[config.mk]
export PLATFORM = sky130hd
export DESIGN_NAME = sram_access_ctrl_flat
export DESIGN_NICKNAME = d
export VERILOG_FILES = /design/src/rtl/sram_access_ctrl_pkg.sv /design/src/rtl/sram_access_ctrl_if.sv /design/src/rtl/sram_access_ctrl_rr_arb2.sv /design/src/rtl/sram_access_ctrl.sv /design/src/flat_wrapper.sv
export SDC_FILE = /design/constraint.sdc
export NUM_CORES = 1
export LEC_CHECK = 0
export BUFFER_PORTS_ARGS = -buffer_cell sky130_fd_sc_hd__buf_2
export CAP_MARGIN = 0
export CORE_MARGIN = 2
export CORE_UTILIZATION = 40
export DETAILED_ROUTE_END_ITERATION = 7
export GPL_ROUTABILITY_DRIVEN = 0
export HOLD_SLACK_MARGIN = 0.15
export PLACE_DENSITY = 0.7
export SETUP_SLACK_MARGIN = 0.1
export SLEW_MARGIN = 0
export SYNTH_ARGS = -nofsm -noshare
export SYNTH_HDL_FRONTEND = slang
export SYNTH_HIERARCHICAL = 1
export SYNTH_SLANG_ARGS = --single-unit
[constraint.sdc]
create_clock -name clk -period 4.5 [get_ports clk]
set_input_delay 0.225 -clock clk [delete_from_list [all_inputs] [get_ports clk]]
set_output_delay 0.225 -clock clk [all_outputs]
set_load 0.02 [all_outputs]
[src/rtl/sram_access_ctrl_pkg.sv]
// Shared types and constants for the feature-SRAM access controller.
// Write FSM states, the clear-mask encoding and a lowest-set-bit helper.
package sram_ctrl_pkg;

  localparam int ADDR_W = 10;
  localparam int DEPTH  = 256;
  localparam int NRD    = 2;

  typedef enum logic [1:0] {
    W_IDLE = 2'd0,
    W_BYTE = 2'd1,
    W_CLR  = 2'd2
  } w_state_t;

  localparam logic [3:0] BMASK_CLR = 4'b0000;

  // Index of the lowest set bit; 0 when the mask is empty.
  function automatic logic [1:0] lowest_set(input logic [3:0] m);
    lowest_set = 2'd0;
    for (int k = 3; k >= 0; k--) begin
      if (m[k]) lowest_set = k[1:0];
    end
  endfunction

endpackage

[src/rtl/sram_access_ctrl_if.sv]
// Client-side bus of the SRAM access controller: one word writer, NRD readers.
// Handshakes: a write transfers on wr_valid & wr_ready; a read request stays on
// rd_valid[i] until rd_gnt[i], and its data is on rd_rdata while rd_rvalid[i] is high.
interface sram_access_ctrl_if;
  import sram_ctrl_pkg::*;

  logic                  wr_valid;
  logic                  wr_ready;
  logic [ADDR_W-1:0]     wr_addr;
  logic [31:0]           wr_data;
  logic [3:0]            wr_bmask;
  logic [NRD-1:0]        rd_valid;
  logic [NRD*ADDR_W-1:0] rd_addr;
  logic [NRD-1:0]        rd_gnt;
  logic [NRD-1:0]        rd_rvalid;
  logic [31:0]           rd_rdata;

  modport master (
    output wr_valid, wr_addr, wr_data, wr_bmask, rd_valid, rd_addr,
    input  wr_ready, rd_gnt, rd_rvalid, rd_rdata
  );

  modport slave (
    input  wr_valid, wr_addr, wr_data, wr_bmask, rd_valid, rd_addr,
    output wr_ready, rd_gnt, rd_rvalid, rd_rdata
  );

endinterface

[src/rtl/sram_access_ctrl_rr_arb2.sv]
// Two-requester round-robin arbiter: combinational one-hot grant, registered
// record of the last winner so a tie goes to the other client.
module rr_arb2 (
  input  logic       clk,
  input  logic       srst,
  input  logic [1:0] req,
  output logic [1:0] gnt,
  output logic       rr_last
);

  always_comb begin
    gnt = 2'b00;
    case (req)
      2'b01:   gnt = 2'b01;
      2'b10:   gnt = 2'b10;
      2'b11:   gnt = rr_last ? 2'b01 : 2'b10;
      default: gnt = 2'b00;
    endcase
  end

  always_ff @(posedge clk) begin
    if (srst)      rr_last <= 1'b1;
    else if (|gnt) rr_last <= gnt[1];
  end

endmodule

[src/rtl/sram_access_ctrl.sv]
// Feature-SRAM owner: splits word writes into single-byte SRAM writes (or one
// clear cycle) and round-robins two readers with a per-address RAW block.
module sram_access_ctrl
  import sram_ctrl_pkg::*;
(
  input  logic               clk,
  input  logic               srst,
  sram_access_ctrl_if.slave  bus,
  output logic               sram_csb,
  output logic               sram_wsb,
  output logic [3:0]         sram_bytemask,
  output logic [7:0]         sram_wdata,
  output logic [ADDR_W-1:0]  sram_waddr,
  output logic [ADDR_W-1:0]  sram_raddr,
  input  logic [31:0]        sram_rdata,
  output w_state_t           wr_state,
  output logic               rr_last
);

  w_state_t          state, state_nxt;
  logic [ADDR_W-1:0] cap_addr;
  logic [31:0]       cap_data;
  logic [3:0]        rem_mask;
  logic [7:0]        wdata_hold;
  logic              accept;
  logic              wr_busy;
  logic [1:0]        lane;
  logic [3:0]        lane_onehot;
  logic [7:0]        lane_byte;
  logic [ADDR_W-1:0] addr0, addr1;
  logic [1:0]        eligible;
  logic [1:0]        gnt;

  assign accept      = bus.wr_valid & bus.wr_ready;
  // srst gates the write strobes so a reset cycle never lands another byte.
  assign wr_busy     = (state != W_IDLE) & ~srst;
  assign lane        = lowest_set(rem_mask);
  assign lane_onehot = 4'b0001 << lane;
  assign lane_byte   = cap_data[{lane, 3'b000} +: 8];

  always_ff @(posedge clk) begin
    if (srst) state <= W_IDLE;
    else      state <= state_nxt;
  end

  always_comb begin
    state_nxt = state;
    case (state)
      W_IDLE:  if (accept) state_nxt = (bus.wr_bmask == BMASK_CLR) ? W_CLR : W_BYTE;
      W_BYTE:  if ((rem_mask & ~lane_onehot) == 4'b0000) state_nxt = W_IDLE;
      W_CLR:   state_nxt = W_IDLE;
      default: state_nxt = W_IDLE;
    endcase
  end

  always_comb begin
    bus.wr_ready  = 1'b0;
    sram_wsb      = 1'b1;
    sram_bytemask = 4'b0000;
    sram_wdata    = wdata_hold;
    if (!srst) begin
      case (state)
        W_IDLE: bus.wr_ready = 1'b1;
        W_BYTE: begin
          sram_wsb      = 1'b0;
          sram_bytemask = lane_onehot;
          sram_wdata    = lane_byte;
        end
        W_CLR: begin
          sram_wsb      = 1'b0;
          sram_bytemask = BMASK_CLR;
        end
        default: ;
      endcase
    end
  end

  always_ff @(posedge clk) begin
    if (srst) begin
      cap_addr   <= '0;
      cap_data   <= '0;
      rem_mask   <= '0;
      wdata_hold <= '0;
    end else if (accept) begin
      cap_addr <= bus.wr_addr;
      cap_data <= bus.wr_data;
      rem_mask <= bus.wr_bmask;
    end else if (state == W_BYTE) begin
      rem_mask   <= rem_mask & ~lane_onehot;
      wdata_hold <= lane_byte;
    end
  end

  assign addr0 = bus.rd_addr[0 +: ADDR_W];
  assign addr1 = bus.rd_addr[ADDR_W +: ADDR_W];

  // A read of the word being written waits until the write is complete.
  assign eligible[0] = bus.rd_valid[0] & ~srst & ~(wr_busy & (addr0 == cap_addr));
  assign eligible[1] = bus.rd_valid[1] & ~srst & ~(wr_busy & (addr1 == cap_addr));

  rr_arb2 u_arb (
    .clk     (clk),
    .srst    (srst),
    .req     (eligible),
    .gnt     (gnt),
    .rr_last (rr_last)
  );

  assign bus.rd_gnt = gnt;

  always_ff @(posedge clk) begin
    if (srst) bus.rd_rvalid <= '0;
    else      bus.rd_rvalid <= gnt;
  end

  assign bus.rd_rdata = sram_rdata;
  assign sram_raddr   = gnt[1] ? addr1 : (gnt[0] ? addr0 : '0);
  assign sram_waddr   = cap_addr;
  assign sram_csb     = ~((|gnt) | wr_busy);
  assign wr_state     = state;

endmodule

[src/flat_wrapper.sv]
// flat-port wrapper written by rule: the top's interface ports become plain ports
module sram_access_ctrl_flat import sram_ctrl_pkg::*;
  (clk, srst, sram_csb, sram_wsb, sram_bytemask, sram_wdata, sram_waddr, sram_raddr, sram_rdata, wr_state, rr_last, bus_wr_valid, bus_wr_addr, bus_wr_data, bus_wr_bmask, bus_rd_valid, bus_rd_addr, bus_wr_ready, bus_rd_gnt, bus_rd_rvalid, bus_rd_rdata);
  sram_access_ctrl_if bus_i ();
  input  logic clk;
  input  logic srst;
  output logic sram_csb;
  output logic sram_wsb;
  output logic [3:0] sram_bytemask;
  output logic [7:0] sram_wdata;
  output logic [ADDR_W-1:0] sram_waddr;
  output logic [ADDR_W-1:0] sram_raddr;
  input  logic [31:0] sram_rdata;
  output w_state_t wr_state;
  output logic rr_last;
  input wire logic [$bits(bus_i.wr_valid)-1:0] bus_wr_valid;
  input wire logic [$bits(bus_i.wr_addr)-1:0] bus_wr_addr;
  input wire logic [$bits(bus_i.wr_data)-1:0] bus_wr_data;
  input wire logic [$bits(bus_i.wr_bmask)-1:0] bus_wr_bmask;
  input wire logic [$bits(bus_i.rd_valid)-1:0] bus_rd_valid;
  input wire logic [$bits(bus_i.rd_addr)-1:0] bus_rd_addr;
  output wire logic [$bits(bus_i.wr_ready)-1:0] bus_wr_ready;
  output wire logic [$bits(bus_i.rd_gnt)-1:0] bus_rd_gnt;
  output wire logic [$bits(bus_i.rd_rvalid)-1:0] bus_rd_rvalid;
  output wire logic [$bits(bus_i.rd_rdata)-1:0] bus_rd_rdata;
  assign bus_i.wr_valid = bus_wr_valid;
  assign bus_i.wr_addr = bus_wr_addr;
  assign bus_i.wr_data = bus_wr_data;
  assign bus_i.wr_bmask = bus_wr_bmask;
  assign bus_i.rd_valid = bus_rd_valid;
  assign bus_i.rd_addr = bus_rd_addr;
  assign bus_wr_ready = bus_i.wr_ready;
  assign bus_rd_gnt = bus_i.rd_gnt;
  assign bus_rd_rvalid = bus_i.rd_rvalid;
  assign bus_rd_rdata = bus_i.rd_rdata;
  sram_access_ctrl u_core (.clk(clk), .srst(srst), .bus(bus_i), .sram_csb(sram_csb), .sram_wsb(sram_wsb), .sram_bytemask(sram_bytemask), .sram_wdata(sram_wdata), .sram_waddr(sram_waddr), .sram_raddr(sram_raddr), .sram_rdata(sram_rdata), .wr_state(wr_state), .rr_last(rr_last));
endmodule
* Word-level counts from Yosys, hierarchy flattened *
Cells that the tools add are included.

word-level totals
  output and inout bits = 74
  word-level logic and storage cells = 63
  bits of input ports = 103
  flip-flop bits (word level) = 59

cells by class
  bitwise logic cells = 15
  reduce and logical (&&, ||, !) cells = 8
  equal/unequal tests = 9
  shift operators = 2
  mux-type cells = 22

operators with widths
  operator                                                            count
  32-bit by 6-bit indexed part select with 8-bit output               1
  10-bit == test                                                      2
  10-bit two-way mux                                                  2
  2-bit two-way mux                                                   8
  4-bit two-way mux                                                   4
  8-bit two-way mux                                                   2
  1-bit AND                                                           8
  4-bit logical NOT                                                   2
  2-bit == test (second input constant)                               3
  2-bit one-hot mux with 3 select lines                               1
  4-bit AND                                                           1
  2-bit by 1-bit == test with 1-bit output (second input constant)    2
  1-bit two-way mux                                                   4
  2-bit by 1-bit != test with 1-bit output (second input constant)    2
  1-bit inverter                                                      4
  4-bit inverter                                                      1
  2-bit one-hot mux with 2 select lines                               1
  2-bit nonzero test                                                  2
  2-bit OR reduction                                                  2
  1-bit by 2-bit left shift with 4-bit output (first input constant)  1
  2-bit logical NOT                                                   1
  2-bit AND reduction                                                 1
  1-bit bitwise OR                                                    1

* Longest topological paths before layout *
  depth in word-level cells = 10
  gate-level depth with buffers = 9
  depth with buffers taken out = 8

* By module *
Netlist, hierarchy kept.

by module, submodules not included
  module            area each (um2)  cells an instance  times used  sequential area each (um2)
  sram_access_ctrl  3,195.6          397                1           1,161.1
  rr_arb2           53.8             6                  1           20.0

* Worst setup path before layout *
OpenSTA, ideal clock, no wires.

  path kind = register to output
  start point = register u_core.state[0], in the netlist u_core/wr_state[0]
  end point = output port sram_raddr[0]
  path slack = 1,332 ps
  buffers on the path = 1
  cell stages (with the launch flop) = 10
  data required time = 4,275 ps
  arrival = 2,943 ps
  cell sequence = dfxtp_1 > inv_1 > ha_1 > or2_2 > nor4_1 > a311oi_1 > a21boi_0 > nor2b_1 > clkbuf_1 > a22o_1

between the ends
  longest elaborated chain between the ends = 9
  elaborated cells between the ends (all ways) = 14
  classes of those cells = eq/ne (3); mux (3); bitwise (7); reduce/logical (1)

RTL lines
  element                                                                           line                            RTL
  start, declared                                                                   sram_access_ctrl.sv:20          w_state_t state, state_nxt;
  start signal, assigned                                                            sram_access_ctrl.sv:43          else state <= state_nxt;
  2-bit nonzero test *                                                              sram_access_ctrl.sv:36          assign wr_busy = (state != W_IDLE) & ~srst;
  1-bit AND *                                                                       sram_access_ctrl.sv:36
  1-bit AND *                                                                       sram_access_ctrl.sv:99          assign eligible[1] = bus.rd_valid[1] & ~srst & ~(wr_busy & (addr1 == cap_addr));
  1-bit inverter *                                                                  sram_access_ctrl.sv:99
  1-bit AND *                                                                       sram_access_ctrl.sv:99
  named net u_core.eligible[1]                                                      sram_access_ctrl.sv:31          logic [1:0] eligible;
  2-bit == test / 2-bit by 1-bit == test with 1-bit output (equally long branches)  sram_access_ctrl_rr_arb2.sv:13  case (req)
  2-bit one-hot mux with 3 select lines *                                           sram_access_ctrl_rr_arb2.sv:13
  named net bus_rd_gnt[0]                                                           flat_wrapper.sv:23              output wire logic [$bits(bus_i.rd_gnt)-1:0] bus_rd_gnt;
  10-bit two-way mux * (2 in a row)                                                 sram_access_ctrl.sv:117         assign sram_raddr = gnt[1] ? addr1 : (gnt[0] ? addr0 : '0);
  end, declared                                                                     flat_wrapper.sv:12              output logic [ADDR_W-1:0] sram_raddr;

Mark *: on every way through the listed nets, which the timed path passes. The rest lies on a longest branch.

* Final worst setup path *
  start point = register u_core.state[0], in the netlist u_core/wr_state[0]
  end point = output port sram_raddr[2]

between the ends
  longest elaborated chain between the ends = 9
  elaborated cells between the ends (all ways) = 14
  classes of those cells = eq/ne (3); mux (3); bitwise (7); reduce/logical (1)

RTL lines
  element                                                                           line
  2-bit nonzero test *                                                              sram_access_ctrl.sv:36
  1-bit AND *                                                                       sram_access_ctrl.sv:36
  1-bit AND *                                                                       sram_access_ctrl.sv:99
  1-bit inverter *                                                                  sram_access_ctrl.sv:99
  1-bit AND *                                                                       sram_access_ctrl.sv:99
  named net u_core.eligible[1]                                                      sram_access_ctrl.sv:31
  2-bit == test / 2-bit by 1-bit == test with 1-bit output (equally long branches)  sram_access_ctrl_rr_arb2.sv:13
  2-bit one-hot mux with 3 select lines *                                           sram_access_ctrl_rr_arb2.sv:13
  10-bit two-way mux                                                                sram_access_ctrl.sv:117
  10-bit two-way mux *                                                              sram_access_ctrl.sv:117

Marked as above.

==> results.txt <==
----------------------------------------------------
[Setup path]
  CP Data Arrival Time ... 3.37 ns
  Cell chain of the critical path ... inv_1 > ha_1 > or2_2 > nor4_1 > a311oi_1 > a21boi_0 > nor2b_1 > a22o_1 > buf_2
  Maximum fanout encountered on the critical timing path ... 9
  Largest delay share family, worst path ... simple AND/OR/NAND/NOR gates
  Reg2reg setup slack ... 2.14 ns
  Type of the worst setup path ... reg -> out
  Depth of the worst register-to-register path ... 5
  Element type at the critical path start ... register
  Critical path buffer and inverter count ... 2
  Crit path max-delay cell type ... sky130_fd_sc_hd__nor2b_1
  CP required ... 4.28 ns
  Terminus of the critical flop-to-flop path ... u_core/wdata_hold[4]
  Maximum single-stage delay on the critical path ... 0.66 ns
  Startpoint of the lowest-slack register-to-register path ... u_core/wr_state[0]
  Endpoint kind of the worst setup timing path ... primary output

[Synthesis]
  Fraction of registers with async set or reset after synthesis ... 0%
  Post-synthesis sequential area ratio ... 36.3%
  Largest area contributor in the synthesized netlist ... sky130_fd_sc_hd__dfxtp_1
  Share of the synthesized netlist area taken by xor and xnor gates ... 5.39%
  Dominant combinational cell family by area after synthesis ... simple AND/OR/NAND/NOR gates
  Flip-flop cell with the highest count after synthesis ... sky130_fd_sc_hd__dfxtp_1
  Fraction of the mapped netlist area in simple logic gates ... 27.2%
  Nets in the synthesized netlist ... roughly 510
  Share of the synthesized area in the top cell type ... 36.3%
  Fraction of the mapped netlist area in adder cells ... 0.770%
  Post-synthesis instance total ... roughly 400
  Multiplexer share of the synthesized area ... 0%
  Count of distinct cell types in the synthesized netlist ... 38
  Cells taking the most area after synthesis ... sky130_fd_sc_hd__dfxtp_1, sky130_fd_sc_hd__nand3b_1, sky130_fd_sc_hd__nand2_1
  Seq cells post-synth ... 59
  Number of enable-type register cells in the synthesized netlist ... 0
  Mapped Area ... around 3200 um2
  Mean instance size in the synthesized netlist ... 8.06 um2
  Share of the synthesized area in compound gates (AO/OA/AOI/OAI) ... between 10% and 20%
  Number of warning messages in the yosys log ... 6

[Route]
  Remaining DRCs ... 0
  Via Count ... around 3200
  Starting DRC count in detailed routing ... around 210
  Post-DR vias/cell ... 5.10
  DRT Pass-1 Iters ... 4
  Post-route ant nets ... 0
  Wire per inst ... 14.7 um
  Final routed wirelength across all metal layers ... 9140 um

[Cells and area]
  Antenna fix cells ... 0
  Post-layout nets ... 618
  Fraction of final layout cells with drive strength greater than 1 ... 25.7%
  Post-synthesis to final-layout area growth ... 30.1%
  Final-layout fill cell count ... ~750
  Utilization of the core after routing ... 54.1%

[Timing]
  Post-Route Hold Slack ... 0.336 ns
  Final TNS setup ... 0 ns
  Minimum clock period after layout ... 3.59 ns
  Pins Over Slew Limit ... 0
  Ratio of final minimum period to clock period ... about four fifths
  Worst-case clock skew ... 0.00639 ns
  Worst-case headroom to the max-slew limit ... 21.4%
  Setup repair after global routing missed its margin ... false
  Setup violation total in the final timing report ... 0
  Number of hold violations in the final report ... 0
  Maximum clock rate ... 278 MHz
  Worst Tran Pin Value ... 1.18 ns

[Floorplanning]
  Core outline area ... 7810 um2
  Initial Util ... a little over two fifths
  Floorplan die width ... 94.1 um
  Io pins ... 177
  Die Footprint ... 8860 um2
  Number of placement rows ... 32
  DIE HEIGHT ... around 94 um

[Power and ir drop]
  Power after layout ... 1.34 mW
  Portion of total power attributed to the clock network ... around 34%
  Maximum VDD drop ... about 0.15 mV
  Power spent charging and discharging nets ... roughly 0.4 mW
  Cell internal power dissipation ... 0.951 mW
  Power per cell area ... 317 nW/um2
  Fraction of power spent switching nets ... 29.0%
  Combinational power share ... about a fifth
  P_leak ... approximately 2.0 nW
  Sequential cell fraction of total power ... 44.5%

[Global route]
  All-Layer GR Usage ... 20.6%
  Via count of the first global-routing pass ... 3053
  Global routing met1 resource utilization ... around 27%
  Total global routing overflow ... 0
  GR met2 Demand/Resource ... roughly a third
  First-pass GRT wire length ... approximately 14000 um
  Pin count of the biggest net entering global routing ... 68
  Busiest metal layer after global routing ... met2
  Fraction of met3 tracks used by global routing ... 4.25%
  Antenna violations before repair ... 0

[Min path]
  Kind of path behind the tightest hold check ... in -> reg
  Capture endpoint of the worst hold path ... u_core/u_arb/rr_last
  Hold path depth ... 5
  Hold path startpoint ... bus_rd_valid[0]

[CTS]
  Maximum level of the CTS H-tree ... 3
  Hold buffer count at cts ... 46
  Clock latency on the worst-skew pair ... 0.33 ns
  Num CTS Buffers ... 9
  Clock slew at the register clock pins of the worst setup and hold paths ... 0.07 ns
  Sinks on the clock net ... 59
  Clock Root Buffer ... sky130_fd_sc_hd__clkbuf_8
  Count of buffers added by post-CTS timing repair for setup ... 0
  Maximum clock path buffer count ... 2
  TritonCTS clock tree ... yes
  Resize count post-CTS ... 0

[Job]
  Total of max-cap violations ... 0

[Placed design]
  Port Buffer Count ... 112
  Detailed placer's ending HPWL ... 6090 um

[Outcome]
  Run status ... complete, no violations

----------------------------------------------------
==> registers in the layout, indices dropped and copies added (netlist names) <==
register,flops
u_core/cap_data,32
u_core/sram_waddr,10
u_core/wdata_hold,8
u_core/rem_mask,4
u_core/bus.rd_rvalid,2
u_core/wr_state,2
u_core/u_arb/rr_last,1
==> worst min-delay path, stage by stage <==
cell and delay, ns:
sky130_fd_sc_hd__buf_2 0.10, sky130_fd_sc_hd__inv_1 0.04, sky130_fd_sc_hd__a311oi_1 0.06, sky130_fd_sc_hd__nor2b_1 0.12, sky130_fd_sc_hd__a211o_1 0.10
==> layer usage <==
layer / vias to the layer above / routed length (um) / share of wire [%]
met5: - / 0 / 0
met4: 0 / 181 / 2.0
met3: 23 / 576 / 6.3
met2: 121 / 4270 / 47
met1: 1431 / 4110 / 45
li1: 1585 / - / -
==> per-stage QoR <==
| step | cells | cell area (um2) | setup slack (ns) |
|---|---|---|---|
| after floorplan | 403 | 3250 | 1.33 |
| after global placement | 558 | 3570 | 1.34 |
| after detailed placement | 558 | 3570 | 1.10 |
| after CTS | 620 | 4230 | 0.983 |
| after global routing | 620 | 4230 | 0.631 |
| final | 620 | 4230 | 0.906 |
==> Yosys cell counts, types with 3 or more instances <==
cell type	instances
sky130_fd_sc_hd__o31ai_1	8
sky130_fd_sc_hd__nor2_1	18
sky130_fd_sc_hd__a311oi_1	10
sky130_fd_sc_hd__a21oi_1	12
sky130_fd_sc_hd__nor4_1	6
sky130_fd_sc_hd__nand2_1	83
sky130_fd_sc_hd__inv_1	14
sky130_fd_sc_hd__a22o_1	9
sky130_fd_sc_hd__a31oi_1	8
sky130_fd_sc_hd__buf_4	33
sky130_fd_sc_hd__nor3_1	4
sky130_fd_sc_hd__dfxtp_1	59
sky130_fd_sc_hd__buf_2	9
sky130_fd_sc_hd__clkbuf_1	15
sky130_fd_sc_hd__o21ai_0	9
sky130_fd_sc_hd__a221o_1	8
sky130_fd_sc_hd__xor2_1	20
sky130_fd_sc_hd__nor2b_1	6
sky130_fd_sc_hd__nand3b_1	43
sky130_fd_sc_hd__nand2b_1	3
==> cell type report <==
cell class                 instances  area (um2)  area share (%)
clock buffer                      15         186            4.41
multi-input combinational        269        1640            38.8
sequential                        59        1180            27.9
clock inverter                     1        5.00           0.118
timing repair buffer             160        1040            24.5
inverter                          14        52.6            1.24
tap                              102         128            3.02
==> how the worst max path moves through the flow <==
stage / start / end / slack [ns] / cells past startpoint
finish: u_core/wr_state[0] / sram_raddr[2] / 0.91 / 9
global route: u_core/wr_state[0] / sram_raddr[2] / 0.63 / 9
CTS: u_core/wr_state[0] / sram_raddr[3] / 0.98 / 9
detailed placement: srst / sram_raddr[3] / 1.10 / 8
global placement: srst / sram_raddr[9] / 1.34 / 8
floorplan: u_core/wr_state[0] / sram_raddr[0] / 1.33 / 9
==> placed cells by master, fill, tap and decap left out, types with 8 or more instances in the layout <==
cell	count
sky130_fd_sc_hd__inv_1	14
sky130_fd_sc_hd__xor2_1	20
sky130_fd_sc_hd__dlygate4sd3_1	46
sky130_fd_sc_hd__buf_2	112
sky130_fd_sc_hd__nand2_1	83
sky130_fd_sc_hd__nand3b_1	43
sky130_fd_sc_hd__nor2_1	18
sky130_fd_sc_hd__a311oi_1	10
sky130_fd_sc_hd__a21oi_1	12
sky130_fd_sc_hd__a31oi_1	8
sky130_fd_sc_hd__o31ai_1	8
sky130_fd_sc_hd__clkbuf_8	13
sky130_fd_sc_hd__a22o_1	9
sky130_fd_sc_hd__o21ai_0	9
sky130_fd_sc_hd__dfxtp_1	59
sky130_fd_sc_hd__a221o_1	8
==> power by group through the flow <==
stage / Combinational (mW) / Sequential, mW / Clock (mW)
floorplan: 0.202 / 0.605 / 0
global placement: 0.250 / 0.606 / 0
detailed placement: 0.254 / 0.606 / 0
CTS: 0.285 / 0.595 / 0.465
global route: 0.315 / 0.601 / 0.492
finish: 0.287 / 0.596 / 0.457
==> cell families after synthesis <==
family          after synthesis
compound gates               75
simple gates                172
xor+xnor                     20
fa+ha+maj                     2
buf+inv                      75
flops                        59
Power figures use the tool's default switching activity.
